### config.mk
export PLATFORM = sky130hd
export DESIGN_NAME = hazard_ctrl
export DESIGN_NICKNAME = d
export VERILOG_FILES = /design/src/rtl/hazard_ctrl.sv
export SDC_FILE = /design/constraint.sdc
export NUM_CORES = 1
export LEC_CHECK = 0
export ABC_CLOCK_PERIOD_IN_PS = 5000
export CAP_MARGIN = 0
export CORE_ASPECT_RATIO = 0.8
export CORE_MARGIN = 2
export CORE_UTILIZATION = 30
export DETAILED_ROUTE_END_ITERATION = 16
export SYNTH_ARGS = -nofsm -noshare
export SYNTH_HDL_FRONTEND = slang
export SYNTH_SLANG_ARGS = --single-unit
### constraint.sdc
create_clock -name clk -period 5 [get_ports clk]
set_input_delay 0.75 -clock clk [delete_from_list [all_inputs] [get_ports clk]]
set_output_delay 0.75 -clock clk [all_outputs]
set_load 0.05 [all_outputs]
### src/rtl/hazard_ctrl.sv
// Pipeline hazard controller: PC / IF-ID / ID-EX enables and flushes, plus perf counters.
// Latency: controls are combinational from state + inputs; counters update one cycle later.
// Backpressure: mem_busy freezes the whole pipeline and takes priority over every other event.
module hazard_ctrl #(
    parameter int LU_STALL = 1,
    parameter int CNT_W    = 16
) (
    input  logic             clk,
    input  logic             reset,
    input  logic [4:0]       ID_rs,
    input  logic [4:0]       ID_rt,
    input  logic             ID_uses_rt,
    input  logic             ID_jump,
    input  logic             EX_mem_read,
    input  logic [4:0]       EX_wr_reg,
    input  logic             EX_branch_taken,
    input  logic             mem_busy,
    output logic             PC_wr_en,
    output logic             IF_ID_wr_en,
    output logic             IF_ID_flush,
    output logic             ID_EX_flush,
    output logic             pipe_freeze,
    output logic [CNT_W-1:0] stall_cycles,
    output logic [CNT_W-1:0] flush_count
);

    typedef enum logic [1:0] {S_RUN, S_LU_STALL, S_MEM_WAIT} state_t;

    state_t     state, state_nxt, ret_state, ret_nxt, eff_state;
    logic [3:0] lu_cnt, lu_cnt_nxt;
    logic       lu_hit;

    assign lu_hit = EX_mem_read && (EX_wr_reg != 5'd0) &&
                    ((EX_wr_reg == ID_rs) || (ID_uses_rt && (EX_wr_reg == ID_rt)));

    always_comb begin
        PC_wr_en    = 1'b1;
        IF_ID_wr_en = 1'b1;
        IF_ID_flush = 1'b0;
        ID_EX_flush = 1'b0;
        pipe_freeze = 1'b0;
        state_nxt   = state;
        ret_nxt     = ret_state;
        lu_cnt_nxt  = lu_cnt;
        // Leaving MEM_WAIT applies the return state's rules in the same cycle.
        eff_state   = (state == S_MEM_WAIT) ? ret_state : state;

        if (mem_busy) begin
            PC_wr_en    = 1'b0;
            IF_ID_wr_en = 1'b0;
            pipe_freeze = 1'b1;
            if (state != S_MEM_WAIT) ret_nxt = state;
            state_nxt   = S_MEM_WAIT;
        end else begin
            case (eff_state)
                S_LU_STALL: begin
                    state_nxt = S_LU_STALL;
                    if (EX_branch_taken) begin
                        IF_ID_flush = 1'b1;
                        ID_EX_flush = 1'b1;
                        lu_cnt_nxt  = 4'd0;
                        state_nxt   = S_RUN;
                    end else begin
                        PC_wr_en    = 1'b0;
                        IF_ID_wr_en = 1'b0;
                        ID_EX_flush = 1'b1;
                        lu_cnt_nxt  = lu_cnt - 4'd1;
                        if (lu_cnt <= 4'd1) state_nxt = S_RUN;
                    end
                end
                default: begin
                    state_nxt = S_RUN;
                    if (EX_branch_taken) begin
                        IF_ID_flush = 1'b1;
                        ID_EX_flush = 1'b1;
                    end else if (lu_hit) begin
                        PC_wr_en    = 1'b0;
                        IF_ID_wr_en = 1'b0;
                        ID_EX_flush = 1'b1;
                        if (LU_STALL > 1) begin
                            lu_cnt_nxt = 4'(LU_STALL - 1);
                            state_nxt  = S_LU_STALL;
                        end
                    end else if (ID_jump) begin
                        IF_ID_flush = 1'b1;
                    end
                end
            endcase
        end

        if (!reset) begin
            PC_wr_en    = 1'b0;
            IF_ID_wr_en = 1'b0;
            IF_ID_flush = 1'b0;
            ID_EX_flush = 1'b0;
            pipe_freeze = 1'b0;
        end
    end

    always_ff @(posedge clk or negedge reset) begin
        if (!reset) begin
            state        <= S_RUN;
            ret_state    <= S_RUN;
            lu_cnt       <= 4'd0;
            stall_cycles <= '0;
            flush_count  <= '0;
        end else begin
            state     <= state_nxt;
            ret_state <= ret_nxt;
            lu_cnt    <= lu_cnt_nxt;
            if (!PC_wr_en && (stall_cycles != {CNT_W{1'b1}}))
                stall_cycles <= stall_cycles + 1'b1;
            if (IF_ID_flush && (flush_count != {CNT_W{1'b1}}))
                flush_count <= flush_count + 1'b1;
        end
    end

endmodule

==> results.md, run 1 <==
- Power density cells: 391 nW/um^2
- Ports: 59
- 1st-iter DRT viols: 74
- Area Growth Syn to Fin: 36.5%
- PnR Total Power: around 1.1 mW
- Post-synth top area cell: dfrtp_1
- Pleak: around 1.2 nW
- Vias in the first global route: 1657
- Synth area leaders: dfrtp_1 48%, xnor2_1 12%, nand3_1 4.3%
- Fin cells: 351
- Wire per inst: 12.5 um
- Endpoints failing hold: 0
- Worst setup path end: PC_wr_en
- Fraction of layout cells with a size suffix above 1: about 8.7%
- DRC: 0
- Core box area: 6820 um^2
- First-pass GRT wire length: 7650 um
- Clock Skews: 0.00580 ns
- Yosys cell types: 39
- TritonCTS clock tree: built
- Setup bufs post-CTS: 0
- Filler instances: 685
- Port buffer count: 58
- GRT overflow: 0
- WS Path Type: in -> out
- Outcome: complete, no violations
- R2R depth: 6
- Count leader, synth: dfrtp_1
- Final Setup Violations: 0
- Slew margin rel.: 55.9%
- Critical path arrival: 3.21 ns
- Nets: 289
- Ys flop type: dfrtp_1
- Die H: 78.6 um
- Cts bufs inserted: 5
- Placed Instances: 343
- RD Place Congestion: just over 0.7
- PostCTS Resize Cnt: 0
- Period utilization: 79.3%
- R2R Setup Slk: 2.81 ns
- Post-Place Setup Slack: 1.03 ns
- CP Data Required Time: ~4.3 ns
- Worst hold path type: reg -> reg
- Pins Over Slew Limit: 0
- R2r endpoint: flush_count[1]$_DFFE_PN0P_
- Clk_lat worst skew: 0.28 ns
- Die Width: 97.3 um
- CTS clk-pin slew, worst paths: 0.08 ns
- Reg2Reg Launch Point: flush_count[0]$_DFFE_PN0P_
- Initial antenna violation count: 0
- Async S/R FF share, synth: 100%
- Critical Path Start Type: input port
- Final WL: 4370 um
- Area occupied by multi-input gates: 1040 um^2
- CP Max Fanout: 4
- Max Freq: 0.252 GHz
- Synth top area share: 47.9%
- Avg Inst Size Synth: approximately 10 um^2
- Row cnt: 27
- Final min period: 3.96 ns
- Synth Instances: 200
- Worst VDD drop: a little under 0.0004 V
- Starting density of the core: between 30% and 40%
- Setup TNS: 0 ns
- PnR worst setup slack: 1.04 ns
- Largest net degree at the start of global routing: 42
- DPL Wire Length: 3280 um
- Seq cells post-synth: 40
- Worst-case clock buffer depth: 2
- Via density: approximately 4.6
- Final antenna-violating net count: 0
- CTS sink cnt: 40
- Ys Warns: 0
- Post-synth EDFFs: 0
- DR vias: 1607
- Synth Net Count: 226
- Die area: ~7700 um^2
- Worst Max-Slew Pin Slew: 0.657 ns
- CTS H-tree depth: 2
- CP startpoint: EX_wr_reg[1]
- Sequential-to-total area share from yosys stat: 47.9%
- Drt pass-1 iters: 5
- Synth cell count leaders: 40 x dfrtp_1, 28 x xnor2_1, 18 x nand3_1
- Clock Tree Root: clkbuf_8
- Max cap viols: 0
- Diodes inserted: 0
- Hold Buf Count CTS: 0
- Register area: 1000 um^2
- CP endpoint kind: primary output
- Hold Crit Start: stall_cycles[11]$_DFFE_PN0P_
- RSZ-0062 raised after global routing: no
- Netlist Area Pre-Place: 2090 um^2
- GR Util All Layers: 12.2%
-- worst min-delay path by stage --
stage                                              end  cells after the start
after CTS                 stall_cycles[11]$_DFFE_PN0P_                      1
after global placement        ret_state[0]$_DFFE_PN0P_                      1
final                     stall_cycles[11]$_DFFE_PN0P_                      1
after floorplan             flush_count[0]$_DFFE_PN0P_                      0
after detailed placement  stall_cycles[15]$_DFFE_PN0P_                      1
after global routing       stall_cycles[7]$_DFFE_PN0P_                      1
-- power by group --
| group | switching [mW] | internal, mW | total (mW) | leakage, nW |
|---|---|---|---|---|
| registers | 0.0690 | 0.377 | 0.446 | 0.520 |
| clock network | 0.110 | 0.110 | 0.220 | 0.0510 |
| logic | 0.278 | 0.170 | 0.449 | 0.612 |
-- placed cells by master (no fill, tap or decap), types with 3 or more instances in the layout --
cell,synthesis,routed
clkdlybuf4s50_1,0,57
dfrtp_1,40,40
xnor2_1,28,28
nand3_1,18,18
nor2_1,17,17
nand2_1,17,17
xor2_1,9,9
nand4_1,8,8
inv_1,7,7
and3_1,7,7
clkbuf_8,0,6
a21oi_1,5,5
o21ai_0,4,4
ha_1,4,4
mux2_2,3,3
nor3_1,3,3
-- per-layer routing --
metal / wire length [um] / global-route usage (%)
met3: 207 / 3.56
met5: 0 / 0
met2: 1940 / 19.2
met4: 18 / 2.92
met1: 2210 / 16.6
-- sequential cells by signal, indices dropped and copies added (netlist names) --
signal	count
state	2
stall_cycles	16
lu_cnt	4
ret_state	2
flush_count	16
-- cell type report --
cell class                 count  share of cell area, %
clock buffer                   6                   2.90
tap                           87                   3.82
inverter                       7                  0.921
multi-input combinational    150                   36.5
timing repair buffer          59                   20.4
clock inverter                 2                  0.351
sequential                    40                   35.1
-- cell families after synthesis --
logic type | after synthesis | synth area share (%)
compound gates | 19 | 7.43
xor+xnor | 37 | 15.5
fa+ha+maj | 4 | 2.40
buf+inv | 10 | 2.34
flops | 40 | 47.9
mux | 5 | 2.69
simple gates | 85 | 21.7
-- stage by stage --
| step | util (%) | hold WS, ns | instance area [um^2] |
|---|---|---|---|
| 3_3_place_gp | 40.4 | 0.479 | 2760 |
| 2_1_floorplan | - | 0.454 | 2090 |
| 6_report | 41.8 | 0.494 | 2850 |
| 3_5_place_dp | 40.4 | 0.486 | 2760 |
| 5_1_grt | 41.8 | 0.522 | 2850 |
| 4_1_cts | 41.8 | 0.501 | 2850 |
-- worst max-delay path: stages --
cell and delay, ns:
clkdlybuf4s50_1 0.46, or4_1 0.56, o21ai_2 0.19, nor2_1 0.08
a21oi_2 0.30, clkdlybuf4s50_1 0.87
No activity file was read; power rests on OpenSTA's default activity.
==> inputs of run 2 (changes only) <==
- ABC_CLOCK_PERIOD_IN_PS: 5000 -> 3500
- clock period: 5 -> 3.5 ns (I/O delays scaled with it)
==> results.md, run 2 (synthesis results as in run 1) <==
- Outcome: complete, no violations
- Fin cells: roughly 350
- Slew margin rel.: roughly three fifths
- Die Width: 97.3 um
- 1st-iter DRT viols: 31
- Core box area: 6820 um^2
- Clock Tree Root: clkbuf_8
- Final antenna-violating net count: 0
- DRC: 0
- Hold Buf Count CTS: 0
- Setup TNS: 0 ns
- Ports: 59
- First-pass GRT wire length: between 7000 and 8000 um
- Cts bufs inserted: 5
- Clk_lat worst skew: 0.29 ns
- RSZ-0062 raised after global routing: no
- Pins Over Slew Limit: 0
- CP Max Fanout: 4
- CP startpoint: EX_wr_reg[1]
- GRT overflow: 0
- Pleak: approximately 1.2 nW
- Final WL: between 4000 and 5000 um
- Endpoints failing hold: 0
- CP endpoint kind: primary output
- Drt pass-1 iters: 4
- Worst Max-Slew Pin Slew: approximately 0.6 ns
- CTS H-tree depth: 2
- Area Growth Syn to Fin: 37.8%
- Nets: 289
- PostCTS Resize Cnt: 0
- RD Place Congestion: 0.755
- Max Freq: about 0.34 GHz
- WS Path Type: in -> out
- Largest net degree at the start of global routing: 28
- Critical path arrival: approximately 2.4 ns
- Wire per inst: 12.6 um
- DR vias: 1589
- Initial antenna violation count: 0
- Max cap viols: 0
- Die area: 7650 um^2
- Final min period: 2.94 ns
- DPL Wire Length: between 3000 and 4000 um
- R2R depth: 6
- Worst-case clock buffer depth: 2
- Commonest non-fill, non-tap cell in the layout: clkdlybuf4s50_1
- CTS sink cnt: 40
- Starting density of the core: a little under a third
- Critical Path Start Type: input port
- Via density: ~4.5
- Worst VDD drop: between 0.0004 and 0.0005 V
- Vias in the first global route: 1607
- CTS clk-pin slew, worst paths: 0.08 ns
- Final Setup Violations: 0
- GR Util All Layers: 12.3%
- Diodes inserted: 0
- Die H: approximately 79 um
- Clock Skews: 0.00766 ns
- Period utilization: a little over four fifths
- Fraction of layout cells with a size suffix above 1: 10.2%
- CP Data Required Time: 2.97 ns
- Worst hold path type: in -> async
- Row cnt: 27
- Port buffer count: 58
- Setup bufs post-CTS: 0
- Reg2Reg Launch Point: flush_count[0]$_DFFE_PN0P_
- Power density cells: 556 nW/um^2
- TritonCTS clock tree: built
- Placed Instances: 343
- Top Registers: flush_count x16, stall_cycles x16, lu_cnt x4
- Most frequent cells in the layout: 53 x clkdlybuf4s50_1, 40 x dfrtp_1, 28 x xnor2_1, 18 x nand3_1
==> run 2: critical path, cell delays in order <==
cell and delay [ns]:
clkdlybuf4s50_1 0.46, or4_1 0.56, o21ai_2 0.18, nor2_1 0.07, a21oi_2 0.41, buf_12 0.20
==> run 2: path summary, 6_finish.rpt <==
| path | to | slack, ns |
|---|---|---|
| min reg2reg | flush_count[10]$_DFFE_PN0P_ | 0.49 |
| max | IF_ID_wr_en | 0.56 |
| min | lu_cnt[3]$_DFFE_PN0P_ | 0.14 |
| min in group clk | flush_count[10]$_DFFE_PN0P_ | 0.49 |
| max reg2reg | flush_count[1]$_DFFE_PN0P_ | 1.28 |
| max in group asynchronous | stall_cycles[4]$_DFFE_PN0P_ | 2.69 |
==> run 2: stage by stage <==
step | power, mW | hold slack, ns | area (um^2) | setup WS, ns | utilization [%]
2_1_floorplan | 1.06 | 0.229 | 2090 | 0.782 | -
3_3_place_gp | 1.29 | 0.457 | 2790 | 0.561 | 40.8
5_1_grt | 1.69 | 0.148 | 2880 | 0.463 | 42.2
3_5_place_dp | 1.30 | 0.456 | 2790 | 0.551 | 40.8
6_report | 1.60 | 0.137 | 2880 | 0.565 | 42.2
4_1_cts | 1.62 | 0.137 | 2880 | 0.542 | 42.2
==> run 2: layout make-up <==
class / instances / area (um^2)
tap: 87 / 109
fill: 659 / 3950
sequential: 40 / 1000
timing repair buffer: 59 / 611
clock inverter: 2 / 10.0
inverter: 7 / 26.3
multi-input combinational: 150 / 1040
clock buffer: 6 / 82.6
==> run 2: report_power, final <==
| part | internal, mW | switching, mW | total [mW] |
|---|---|---|---|
| logic | 0.247 | 0.401 | 0.649 |
| clock network | 0.157 | 0.155 | 0.312 |
| registers | 0.539 | 0.101 | 0.639 |
| total | 0.943 | 0.657 | 1.60 |
==> run 2: metal layers <==
metal	share of wire, %	wire length (um)	up-vias	track usage [%]
met5	0	0	-	0
met1	52	2310	737	17.0
li1	-	-	816	-
met4	1.1	49	0	4.17
met2	42	1850	29	18.5
met3	4.4	193	7	3.83
